$ cat src/rtl/clk_rec_ctrl.sv
// Bit-clock recovery sequencer: acquires the bit period from edge intervals,
// tracks it, supervises lock and drives period / phase-realign pulses to the NCO.
module clk_rec_ctrl #(
    parameter int unsigned W             = 32,
    parameter int unsigned INIT_PERIOD   = 801,
    parameter int unsigned ACQ_EDGES     = 16,
    parameter int unsigned LOCK_EDGES    = 256,
    parameter int unsigned TOL_SHIFT     = 3,
    parameter int unsigned TIMEOUT_SHIFT = 4
) (
    input  logic         clk_300M,
    input  logic         rst,
    input  logic         enable,
    input  logic         edge_valid,
    input  logic [W-1:0] interval,
    output logic [W-1:0] period,
    output logic         period_upd,
    output logic         phase_sync,
    output logic         locked,
    output logic [1:0]   state
);

    typedef enum logic [1:0] {
        IDLE  = 2'd0,
        ACQ   = 2'd1,
        TRACK = 2'd2,
        LOCK  = 2'd3
    } state_t;

    localparam int unsigned EW = $clog2(ACQ_EDGES + 1);
    localparam int unsigned GW = $clog2(LOCK_EDGES + 1);
    localparam int unsigned IW = W + TIMEOUT_SHIFT;

    localparam logic [W-1:0]  PERIOD_INIT = W'(INIT_PERIOD);
    localparam logic [W-1:0]  PERIOD_ONE  = W'(1);
    localparam logic [EW-1:0] ACQ_LAST    = EW'(ACQ_EDGES - 1);
    localparam logic [EW-1:0] EDGE_ONE    = EW'(1);
    localparam logic [GW-1:0] GOOD_LAST   = GW'(LOCK_EDGES - 1);
    localparam logic [GW-1:0] GOOD_ONE    = GW'(1);
    localparam logic [IW-1:0] IDLE_ONE    = IW'(1);

    state_t        cur_state, nxt_state;
    logic [W-1:0]  period_nxt;
    logic          period_upd_nxt, phase_sync_nxt;
    logic [EW-1:0] edge_cnt, edge_cnt_nxt;
    logic [GW-1:0] good_cnt, good_cnt_nxt;
    logic [IW-1:0] idle_cnt, idle_cnt_nxt;

    logic          edge_ok, is_short, is_consistent;
    logic [W-1:0]  tol, period_inc;
    logic [W:0]    win_lo, win_hi, interval_ext;
    logic [IW-1:0] idle_inc, idle_limit;

    // Zero-length intervals are measurement artefacts and never count as edges.
    assign edge_ok = edge_valid && (interval != '0);

    // Acceptance window is compared one bit wider so period+tol cannot wrap.
    assign tol           = period >> TOL_SHIFT;
    assign win_lo        = {1'b0, period} - {1'b0, tol};
    assign win_hi        = {1'b0, period} + {1'b0, tol};
    assign interval_ext  = {1'b0, interval};
    assign is_short      = interval_ext < win_lo;
    assign is_consistent = !is_short && (interval_ext <= win_hi);

    assign period_inc = (period == '1) ? period : period + PERIOD_ONE;
    assign idle_inc   = (idle_cnt == '1) ? idle_cnt : idle_cnt + IDLE_ONE;
    assign idle_limit = {{TIMEOUT_SHIFT{1'b0}}, period} << TIMEOUT_SHIFT;

    always_comb begin
        // NOTE: every output of this block gets a default first, so no path can infer a latch.
        nxt_state      = cur_state;
        period_nxt     = period;
        period_upd_nxt = 1'b0;
        phase_sync_nxt = 1'b0;
        edge_cnt_nxt   = edge_cnt;
        good_cnt_nxt   = good_cnt;
        idle_cnt_nxt   = idle_cnt;

        if (!enable) begin
            nxt_state    = IDLE;
            edge_cnt_nxt = '0;
            good_cnt_nxt = '0;
            idle_cnt_nxt = '0;
        end else if (cur_state == IDLE) begin
            nxt_state    = ACQ;
            period_nxt   = PERIOD_INIT;
            edge_cnt_nxt = '0;
            good_cnt_nxt = '0;
            idle_cnt_nxt = '0;
        end else if (edge_ok) begin
            idle_cnt_nxt = '0;
            case (cur_state)
                ACQ: begin
                    if (interval < period) begin
                        period_nxt     = interval;
                        period_upd_nxt = 1'b1;
                    end
                    if (edge_cnt == ACQ_LAST) begin
                        nxt_state    = TRACK;
                        edge_cnt_nxt = '0;
                        good_cnt_nxt = '0;
                    end else begin
                        edge_cnt_nxt = edge_cnt + EDGE_ONE;
                    end
                end
                TRACK, LOCK: begin
                    if (is_short) begin
                        nxt_state      = TRACK;
                        period_nxt     = interval;
                        period_upd_nxt = 1'b1;
                        good_cnt_nxt   = '0;
                    end else if (is_consistent) begin
                        phase_sync_nxt = 1'b1;
                        if (good_cnt == GOOD_LAST) begin
                            good_cnt_nxt = '0;
                            if (cur_state == TRACK) begin
                                nxt_state = LOCK;
                            end else begin
                                // Lock probe: nudge the period up to test that lock still holds.
                                period_nxt     = period_inc;
                                period_upd_nxt = 1'b1;
                            end
                        end else begin
                            good_cnt_nxt = good_cnt + GOOD_ONE;
                        end
                    end
                end
                default: ;
            endcase
        end else if (idle_inc >= idle_limit) begin
            nxt_state    = ACQ;
            period_nxt   = PERIOD_INIT;
            edge_cnt_nxt = '0;
            good_cnt_nxt = '0;
            idle_cnt_nxt = '0;
        end else begin
            idle_cnt_nxt = idle_inc;
        end
    end

    always_ff @(posedge clk_300M) begin
        // NOTE: non-blocking assignments so every register samples pre-edge values.
        if (rst) begin
            cur_state  <= IDLE;
            period     <= PERIOD_INIT;
            period_upd <= 1'b0;
            phase_sync <= 1'b0;
            locked     <= 1'b0;
            edge_cnt   <= '0;
            good_cnt   <= '0;
            idle_cnt   <= '0;
        end else begin
            cur_state  <= nxt_state;
            period     <= period_nxt;
            period_upd <= period_upd_nxt;
            phase_sync <= phase_sync_nxt;
            locked     <= (nxt_state == LOCK);
            edge_cnt   <= edge_cnt_nxt;
            good_cnt   <= good_cnt_nxt;
            idle_cnt   <= idle_cnt_nxt;
        end
    end

    assign state = cur_state;

endmodule

$ cat config.mk
export PLATFORM = sky130hd
export DESIGN_NAME = clk_rec_ctrl
export DESIGN_NICKNAME = d
export VERILOG_FILES = /design/src/rtl/clk_rec_ctrl.sv
export SDC_FILE = /design/constraint.sdc
export NUM_CORES = 1
export LEC_CHECK = 0
export ABC_AREA = 0
export ABC_CLOCK_PERIOD_IN_PS = 7050
export BUFFER_PORTS_ARGS = -buffer_cell sky130_fd_sc_hd__clkbuf_2
export CORE_UTILIZATION = 45
export CTS_CLUSTER_DIAMETER = 150
export DETAILED_ROUTE_END_ITERATION = 10
export GPL_TIMING_DRIVEN = 1
export PLACE_DENSITY_LB_ADDON = 0.08
export SYNTH_ARGS = -nofsm -noshare
export SYNTH_HDL_FRONTEND = slang
export SYNTH_SLANG_ARGS = --single-unit
$ cat constraint.sdc
create_clock -name clk_300M -period 7.05 [get_ports clk_300M]
set_clock_uncertainty 0.15 [all_clocks]
set_input_delay 0.705 -clock clk_300M [delete_from_list [all_inputs] [get_ports clk_300M]]
set_output_delay 0.705 -clock clk_300M [all_outputs]
set_load 0.02 [all_outputs]
==> metrics.cfg, run 1 <==
[die]
die_w_um=156
die_h_um=156
core-area_um2=22900
start_util=0.465
die_area_um2=24300
io_pins=73
row_count=55

[placement]
dpl_cell_area_um2=11400
io_buffers=72
routabilityCongestion=0.976
hpwlAfterDp_um=28900

[grt]
gr-max-usage-layer=met2
grt_pass1_wl_um=56100
track_usage=0.298
antenna_found_initial=0
gr-usage-met3=0.0433
gr-usage-met1=0.401
grt_overflow=0
grt_max_degree=51
grtUsageMet2=0.489
grt_pass1_vias=9970

[finish]
design_area_um2=11700
drive_above_1_share=0.104
synthToLayoutAreaGrowth_pct=10.1
fillCellCount=2309
antenna-diode-count=0
nets=1665

[worst_setup_path]
crit_family=compound AO/OA/AOI/OAI gates
regToRegStartpoint=period[11]$_SDFFE_PP0P_
critPathCaptureType=flip-flop
r2r_end=period[28]$_SDFFE_PP0P_
crit_buf_inv=2
path_max_fanout=18
critPathKind=flip-flop to flip-flop
critPathLaunchType=flip-flop
crit_start=period[11]$_SDFFE_PP0P_
critical-path-max-stage-delay_ns=0.53
rrSetupSlack_ns=0.36
arrival_ns=6.82
crit_slowest_cell=or4_1
required_ns=7.18
r2r_cells=23
path_cells=inv_1 > ha_1 > nand2b_1 > a21oi_1 > a2111oi_1 > o22ai_2 > o211ai_1 > a21oi_2 > o31ai_2 > a221o_1 > xnor2_1 > ha_1 > nand4_1 > or4_1 > nor2_1 > o311a_1 > nor2_1 > or3b_1 > and2_4 > o311a_4 > nor2_4 > buf_4 > a221o_1

[status]
status=completed

[synthesis]
synth_flop_cell=dfxtp_1
ys_ff_latch=87
synth_cells=1370
synth_edf_count=0
synth_area_um2=10700
async_reset_ff_frac=0
ys_types=80
synth_nets=1596
avgSynthCellArea_um2=7.78
synth-warning-count=0
ys_seq_area_frac=0.163

[timing]
maxSlewHeadroom=0.417
setup_tns_ns=0
fmax_mhz=149
hold_ws_ns=0.318
hold_violations=0
min_period_ns=6.69
slew_viol_final=0
finalSetupViolCount=0
layout_worst_path_cycle_share=0.949
worstMarginPinSlew_ns=0.867

[clock_tree]
cts_resized=0
cts_tree=done
postCtsHoldBufs=0
cts_buffer_depth=2
clock_latency_ns=0.34
htree_levels=3
root_buffer=clkbuf_16
cts_sinks=87
cts_setup_buffers=0
clkTransAtPathRegs_ns=0.07
numCtsBuffers=9

[routing]
dr.pass1.iters=5
drc=0
via_per_inst=6.12
avgRoutedWirePerCell_um=20.6
first_iter_violations=762
routed_wl_um=36100
ant_nets=0
vias=10751

[power]
cellLeakagePower_nw=5.12
p_per_area_nw_per_um2=120
ir_drop_v=0.0000829

[hold_path]
worst_hold_path_type=flip-flop to flip-flop
min_delay_path_depth=1
hp-start=good_cnt[8]$_SDFFE_PP0P_
holdPathEnd=good_cnt[8]$_SDFFE_PP0P_

[job]
drv_cap=0

cell families (layout without fill, tap and decap cells):
logic type,after synthesis,count (layout),share of synthesized area
flops,87,87,0.163
buf+inv,119,193,0.0470
compound gates,382,382,0.249
simple gates,496,496,0.236
xor+xnor,92,92,0.0756
mux,4,4,0.00399
fa+ha+maj,190,190,0.224
Yosys cell counts (24+ instances only):
cell / instances / area share
a21o_1: 24 / 0.017
nor2b_1: 41 / 0.024
nand4_1: 36 / 0.021
o21ai_0: 60 / 0.028
a21oi_1: 95 / 0.045
nor3_1: 40 / 0.019
nand3_1: 56 / 0.026
and3_1: 31 / 0.018
dfxtp_1: 87 / 0.16
xnor2_1: 64 / 0.053
clkbuf_1: 24 / 0.0085
inv_1: 74 / 0.026
nor2_1: 96 / 0.034
nand2_1: 111 / 0.039
xor2_1: 28 / 0.023
ha_1: 188 / 0.22
state kept, by name, summed over array words and instances, names as in the netlist:
register    flops
edge_cnt        5
period_upd      1
good_cnt        9
state           2
period         32
idle_cnt       36
locked          1
phase_sync      1
metal layers:
metal  vias to the layer above  part of all wire
met2                       384              0.45
met4                         0             0.030
li1                       5255                 -
met1                      5049              0.46
met5                         -                 0
met3                        63             0.066
cells in the final DEF, fill, tap and decap left out, types with 5 or more instances in the layout:
master / instances
a311oi_1: 5
and3_1: 31
nand4_1: 36
and2_1: 6
xor2_1: 28
nor4_1: 18
or4_1: 11
o2111ai_1: 6
o21ai_0: 60
a32o_1: 5
o21bai_1: 15
or3_1: 13
nor2_1: 96
o41ai_1: 8
buf_4: 27
a21o_1: 23
ha_1: 187
a31oi_1: 21
clkbuf_16: 9
or2_2: 7
nand2b_1: 11
a221o_1: 17
a211oi_1: 17
nand2_1: 111
nor3_1: 40
nor2b_1: 41
and4_1: 7
inv_1: 74
a211o_1: 5
o31ai_1: 20
nand3_1: 56
clkbuf_2: 72
o211ai_1: 17
dfxtp_1: 87
o21a_1: 15
xnor2_1: 64
o211a_1: 7
a21oi_1: 94
worst max path at each step:
stage                               to  slack, ns  depth (start not counted)
2_1_floorplan   period[8]$_SDFFE_PP1P_       1.21                         26
3_3_place_gp   period[21]$_SDFFE_PP0P_       0.58                         23
3_5_place_dp   period[28]$_SDFFE_PP0P_       0.39                         23
4_1_cts        period[18]$_SDFFE_PP0P_       0.35                         23
5_1_grt        period[18]$_SDFFE_PP0P_      -0.03                         23
6_report       period[28]$_SDFFE_PP0P_       0.36                         23
power by group:
group,switching [W],leakage (nW),internal [W]
combinational,0.000245,4.28,0.000165
clock,0.000206,0.138,0.000284
sequential,0.00000866,0.702,0.000495
total,0.000459,5.12,0.000944
cell type report:
class                      instances  area [um^2]  share of cell area
multi-input combinational       1164         8440               0.720
sequential                        87         1740               0.148
timing repair buffer              99          563              0.0480
tap                              313          392              0.0334
inverter                          78          293              0.0250
clock buffer                      11          243              0.0207
clock inverter                     5         57.6             0.00491
per-stage QoR:
step | cells | setup slack [ns] | utilization | total power (W)
final | 1757 | 0.357 | 0.512 | 0.00140
after global routing | 1757 | -0.0325 | 0.512 | 0.00147
after CTS | 1757 | 0.355 | 0.511 | 0.00140
after detailed placement | 1741 | 0.394 | 0.498 | 0.000915
after global placement | 1741 | 0.578 | 0.498 | 0.000915
after floorplan | 1370 | 1.21 | - | 0.000793
Note: power is estimated with default switching activity, not from simulation.
==> inputs of run 2 (changes only) <==
--- a/config.mk
+++ b/config.mk
@@ -8,7 +8,7 @@
 export ABC_AREA = 0
 export ABC_CLOCK_PERIOD_IN_PS = 7050
 export BUFFER_PORTS_ARGS = -buffer_cell sky130_fd_sc_hd__clkbuf_2
-export CORE_UTILIZATION = 45
+export CORE_UTILIZATION = 55
 export CTS_CLUSTER_DIAMETER = 150
 export DETAILED_ROUTE_END_ITERATION = 10
 export GPL_TIMING_DRIVEN = 1
==> metrics.cfg, run 2 (synthesis gave the netlist of run 1 again) <==
[routing]
route.met2.wl_um=15700
via_per_inst=6.42
dr.pass1.iters=5
ant_nets=0
wl_met3_um=2830
first_iter_violations=1017
met1Wirelength_um=15400
avgRoutedWirePerCell_um=20.6
routed.top_layer=met4
vias=10924
drc=0
routed_wl_um=35100

[worst_setup_path]
rrSetupSlack_ns=0.29
critPathLaunchType=flip-flop
r2r_cells=23
arrival_ns=6.89
regToRegStartpoint=period[3]$_SDFFE_PP0P_
path_max_fanout=11
required_ns=7.18
critPathCaptureType=flip-flop
r2r_end=good_cnt[7]$_SDFFE_PP0P_
critPathKind=flip-flop to flip-flop

[clock_tree]
cts_tree=done
htree_levels=3
postCtsHoldBufs=0
clock_latency_ns=0.36
root_buffer=clkbuf_16
cts_sinks=87
clkTransAtPathRegs_ns=0.07
numCtsBuffers=9
cts_buffer_depth=2

[finish]
final_cell_mix=ha_1, nand2_1, nor2_1
final_util=0.616
layout_commonest_cell=ha_1
largest_reg_flops=36
final_cells=1702
nets=1663
top_regs=idle_cnt (36), period (32), good_cnt (9)
largest_register=idle_cnt
synthToLayoutAreaGrowth_pct=8.91
drive_above_1_share=0.101
antenna-diode-count=0
design_area_um2=11600

[timing]
layout_worst_path_cycle_share=0.959
finalSetupViolCount=0
maxSlewHeadroom=0.316
rsz0062_at_grt=no
worstMarginPinSlew_ns=1.02
fmax_mhz=148
slew_viol_final=0
setup_tns_ns=0
hold_ws_ns=0.315
min_period_ns=6.76
hold_violations=0

[placement]
dpl_cell_area_um2=11300
hpwlAfterDp_um=27500
routabilityCongestion=1.03
placed_cells=1685
io_buffers=72

[die]
core-area_um2=18800
die_w_um=141
die_h_um=141
die_area_um2=19900
row_count=50
start_util=0.566
io_pins=73

[hold_path]
hp-start=good_cnt[8]$_SDFFE_PP0P_
worst_hold_path_type=flip-flop to flip-flop
min_delay_path_depth=1
holdPathEnd=good_cnt[8]$_SDFFE_PP0P_

[grt]
grt_overflow=0
antenna_found_initial=0
track_usage=0.353
grt_pass1_wl_um=54300
grt_max_degree=36
grt_pass1_vias=9911

[power]
cellLeakagePower_nw=5.09
ir_drop_v=0.000100
p_per_area_nw_per_um2=119

[status]
status=completed

[job]
drv_cap=0

==> run 2: timing repair <==
item                                    CTS  global route
gates resized for setup                   0             2
buffers inserted                          0             0
endpoints found under the setup margin    0            32
==> run 2: area by class of cell <==
cell class,count,area (um^2)
Clock buffer,10,229
Fill cell,1792,7220
Sequential cell,87,1740
Inverter,78,293
Tap cell,260,325
Clock inverter,6,45.0
Timing Repair Buffer,96,541
Multi-Input combinational cell,1165,8430
==> run 2: critical path, stage by stage, from the launching register on <==
cell	delay, ns
dfxtp_1	0.59
ha_1	0.26
inv_1	0.06
fa_1	0.45
a211oi_2	0.34
o21bai_1	0.11
or3b_1	0.26
a21oi_1	0.09
o31a_1	0.36
o211ai_1	0.24
a21boi_0	0.16
o41ai_1	0.49
mux2i_1	0.27
a311oi_1	0.08
ha_1	0.34
and4_1	0.19
nand4_1	0.13
nor3_1	0.28
o211ai_1	0.15
o21a_1	0.29
a21o_2	0.29
or3_1	0.43
or4_1	0.49
a31oi_1	0.18
==> run 2: worst max path at each step <==
| stage | startpoint | end | slack [ns] |
|---|---|---|---|
| after floorplan | period[5]$_SDFFE_PP1P_ | period[8]$_SDFFE_PP1P_ | 1.21 |
| after global placement | period[3]$_SDFFE_PP0P_ | period[8]$_SDFFE_PP1P_ | 0.46 |
| after detailed placement | period[3]$_SDFFE_PP0P_ | period[8]$_SDFFE_PP1P_ | 0.24 |
| after CTS | period[3]$_SDFFE_PP0P_ | period[8]$_SDFFE_PP1P_ | 0.19 |
| after global routing | period[3]$_SDFFE_PP0P_ | good_cnt[7]$_SDFFE_PP0P_ | 0.03 |
| final | period[3]$_SDFFE_PP0P_ | good_cnt[7]$_SDFFE_PP0P_ | 0.29 |
==> run 2: per-layer routing <==
layer | vias up | global-route usage
met4 | 0 | 0.129
met5 | - | 0
met1 | 5104 | 0.470
li1 | 5251 | -
met2 | 475 | 0.566
met3 | 94 | 0.0645
==> run 2: where the power goes <==
| group | total, W | switching [W] | internal [W] | leakage [nW] |
|---|---|---|---|---|
| Sequential | 0.000504 | 0.00000924 | 0.000495 | 0.702 |
| Combinational | 0.000408 | 0.000244 | 0.000164 | 4.26 |
| Clock | 0.000463 | 0.000222 | 0.000241 | 0.126 |
| Total | 0.00138 | 0.000476 | 0.000900 | 5.09 |
==> run 2: stage by stage <==
stage	setup slack, ns	total power [W]
floorplan	1.21	0.000793
global placement	0.463	0.000906
detailed placement	0.243	0.000912
CTS	0.187	0.00137
global route	0.0266	0.00145
finish	0.288	0.00138
==> inputs of run 3 (changes only) <==
--- a/config.mk
+++ b/config.mk
@@ -9,9 +9,11 @@
 export ABC_CLOCK_PERIOD_IN_PS = 7050
 export BUFFER_PORTS_ARGS = -buffer_cell sky130_fd_sc_hd__clkbuf_2
 export CORE_UTILIZATION = 55
+export CTS_BUF_LIST = sky130_fd_sc_hd__clkbuf_16
 export CTS_CLUSTER_DIAMETER = 150
 export DETAILED_ROUTE_END_ITERATION = 10
 export GPL_TIMING_DRIVEN = 1
+export HOLD_SLACK_MARGIN = 0.02
 export PLACE_DENSITY_LB_ADDON = 0.08
 export SYNTH_ARGS = -nofsm -noshare
 export SYNTH_HDL_FRONTEND = slang
==> constraint.sdc (replaced) <==
create_clock -name clk_300M -period 7.05 [get_ports clk_300M]
set_clock_uncertainty 0.15 [all_clocks]
set_input_delay 0.3525 -clock clk_300M [delete_from_list [all_inputs] [get_ports clk_300M]]
set_output_delay 0.3525 -clock clk_300M [all_outputs]
set_load 0.02 [all_outputs]
==> metrics.cfg, run 3 (synthesis gave the netlist of run 1 again) <==
[placement]
placed_cells=1687
hpwlAfterDp_um=27500
post-place-ws_ns=0.352
routabilityCongestion=1.03
io_buffers=72

[grt]
grt_overflow=0
track_usage=0.350
grt_pass1_vias=9953
grt_max_degree=36
antenna_found_initial=0
grt_pass1_wl_um=53800

[power]
seq_power_share=0.365
power.internal_w=0.000903
p_per_area_nw_per_um2=119
cellLeakagePower_nw=5.10
ir_drop_v=0.000109
swShare=0.345
clock_power_share=0.338
pwr-share-comb=0.297
switching_power_w=0.000476

[timing]
rsz0062_at_grt=no
layout_worst_path_cycle_share=0.942
finalWorstSetupSlack_ns=0.407
min_period_ns=6.64
setup_tns_ns=0
maxSlewHeadroom=0.333
hold_violations=0
fmax_mhz=151
slew_viol_final=0
worstMarginPinSlew_ns=0.991
finalSetupViolCount=0

[clock_tree]
cts_buffer_depth=2
htree_levels=3
root_buffer=clkbuf_16
clock_latency_ns=0.35
numCtsBuffers=9
cts_tree=done
clkTransAtPathRegs_ns=0.07
cts_sinks=87
cts_setup_buffers=0

[worst_setup_path]
crit_family=compound AO/OA/AOI/OAI gates
arrival_ns=6.73
crit_slowest_cell=dfxtp_1
critical-path-max-stage-delay_ns=0.60
required_ns=7.14
critPathCaptureType=flip-flop
crit_buf_inv=3
path_cells=ha_1 > inv_1 > fa_1 > a211oi_1 > o21bai_1 > or3b_1 > a21oi_1 > o31a_1 > o211ai_1 > a21boi_0 > o41ai_2 > mux2i_1 > a311oi_1 > ha_1 > and4_1 > nand4_1 > a21oi_1 > nor3_1 > o21a_1 > a21o_2 > buf_4 > buf_4 > o31ai_1 > a221o_1
critPathKind=flip-flop to flip-flop
path_max_fanout=35
critPathLaunchType=flip-flop

[die]
io_pins=73
core-area_um2=18800
die_w_um=141
die_area_um2=19900
die_h_um=141
row_count=50
start_util=0.566

[finish]
largest_register=idle_cnt
largest_reg_flops=36
antenna-diode-count=0
final_util=0.618
final_cells=1704
layout_commonest_cell=ha_1
drive_above_1_share=0.102
multi_input_area_um2=8430
layout.area.seq_um2=1740
top_regs=idle_cnt (36), period (32), good_cnt (9)
synthToLayoutAreaGrowth_pct=9.15
fillCellCount=1784
final_cell_mix=ha_1, nand2_1, nor2_1
nets=1665

[routing]
dr.pass1.iters=5
via_per_inst=6.38
first_iter_violations=1102
drc=0
vias=10880
routed_wl_um=34700
avgRoutedWirePerCell_um=20.4
ant_nets=0

[job]
drv_cap=0

[status]
status=completed

[hold_path]
worst_hold_path_type=input port to flip-flop

-- run 3: cell count changes in the layout (fill, tap and decap cells not counted) --
cell      previous run  this run
a211oi_2             2         1
o41ai_2              0         1
inv_8                0         1
clkbuf_1             1         0
o41ai_1              9         8
buf_4               24        26
a211oi_1            16        17
-- run 3: stage by stage --
step,cell area (um^2),power [W],hold WS (ns)
finish,11600,0.00138,0.186
global route,11600,0.00145,0.190
CTS,11600,0.00138,0.166
detailed placement,11300,0.000913,0.310
global placement,11300,0.000908,0.305
floorplan,10700,0.000793,0.269
-- run 3: path summary, 6_finish.rpt --
kind / from / end / slack (ns) / cells after the start
max reg2reg: period[3]$_SDFFE_PP0P_ / period[11]$_SDFFE_PP0P_ / 0.41 / 24
max: period[3]$_SDFFE_PP0P_ / period[11]$_SDFFE_PP0P_ / 0.41 / 24
min reg2reg: good_cnt[8]$_SDFFE_PP0P_ / good_cnt[8]$_SDFFE_PP0P_ / 0.33 / 1
min: enable / state[0]$_SDFF_PP0_ / 0.19 / 3
-- run 3: cell type report --
cell class                 instances  area share
timing repair buffer              98      0.0478
clock inverter                     7     0.00484
multi-input combinational       1165       0.725
tap                              260      0.0280
clock buffer                       9      0.0194
inverter                          78      0.0252
sequential                        87       0.150
-- run 3: layer usage --
metal,up-vias,part of all wire,GRT usage
li1,5272,-,-
met1,5080,0.44,0.465
met2,444,0.44,0.553
met3,84,0.085,0.0734
met4,0,0.037,0.137
met5,-,0,0
-- run 3: worst reg2reg max path, delay by kind of cell, from the launching register on --
kind / cells / cell delay (ns)
adder cells (fa/ha/maj): 3 / 0.99
flip-flops: 1 / 0.60
multiplexers: 1 / 0.14
buffers and inverters: 3 / 0.76
AO/OA/AOI/OAI: 13 / 3.11
AND/OR/NAND/NOR: 4 / 0.80
-- run 3: what timing repair did --
| action | CTS | global route |
|---|---|---|
| hold buffers | 0 | 0 |
| gates resized for setup | 0 | 2 |
| setup endpoints to repair | 0 | 19 |
-- run 3: power groups by stage --
stage | combinational [W] | clock, W | sequential (W)
2_1_floorplan | 0.000276 | 0 | 0.000518
3_3_place_gp | 0.000393 | 0 | 0.000515
3_5_place_dp | 0.000398 | 0 | 0.000515
4_1_cts | 0.000401 | 0.000474 | 0.000503
5_1_grt | 0.000454 | 0.000495 | 0.000504
6_report | 0.000410 | 0.000466 | 0.000504
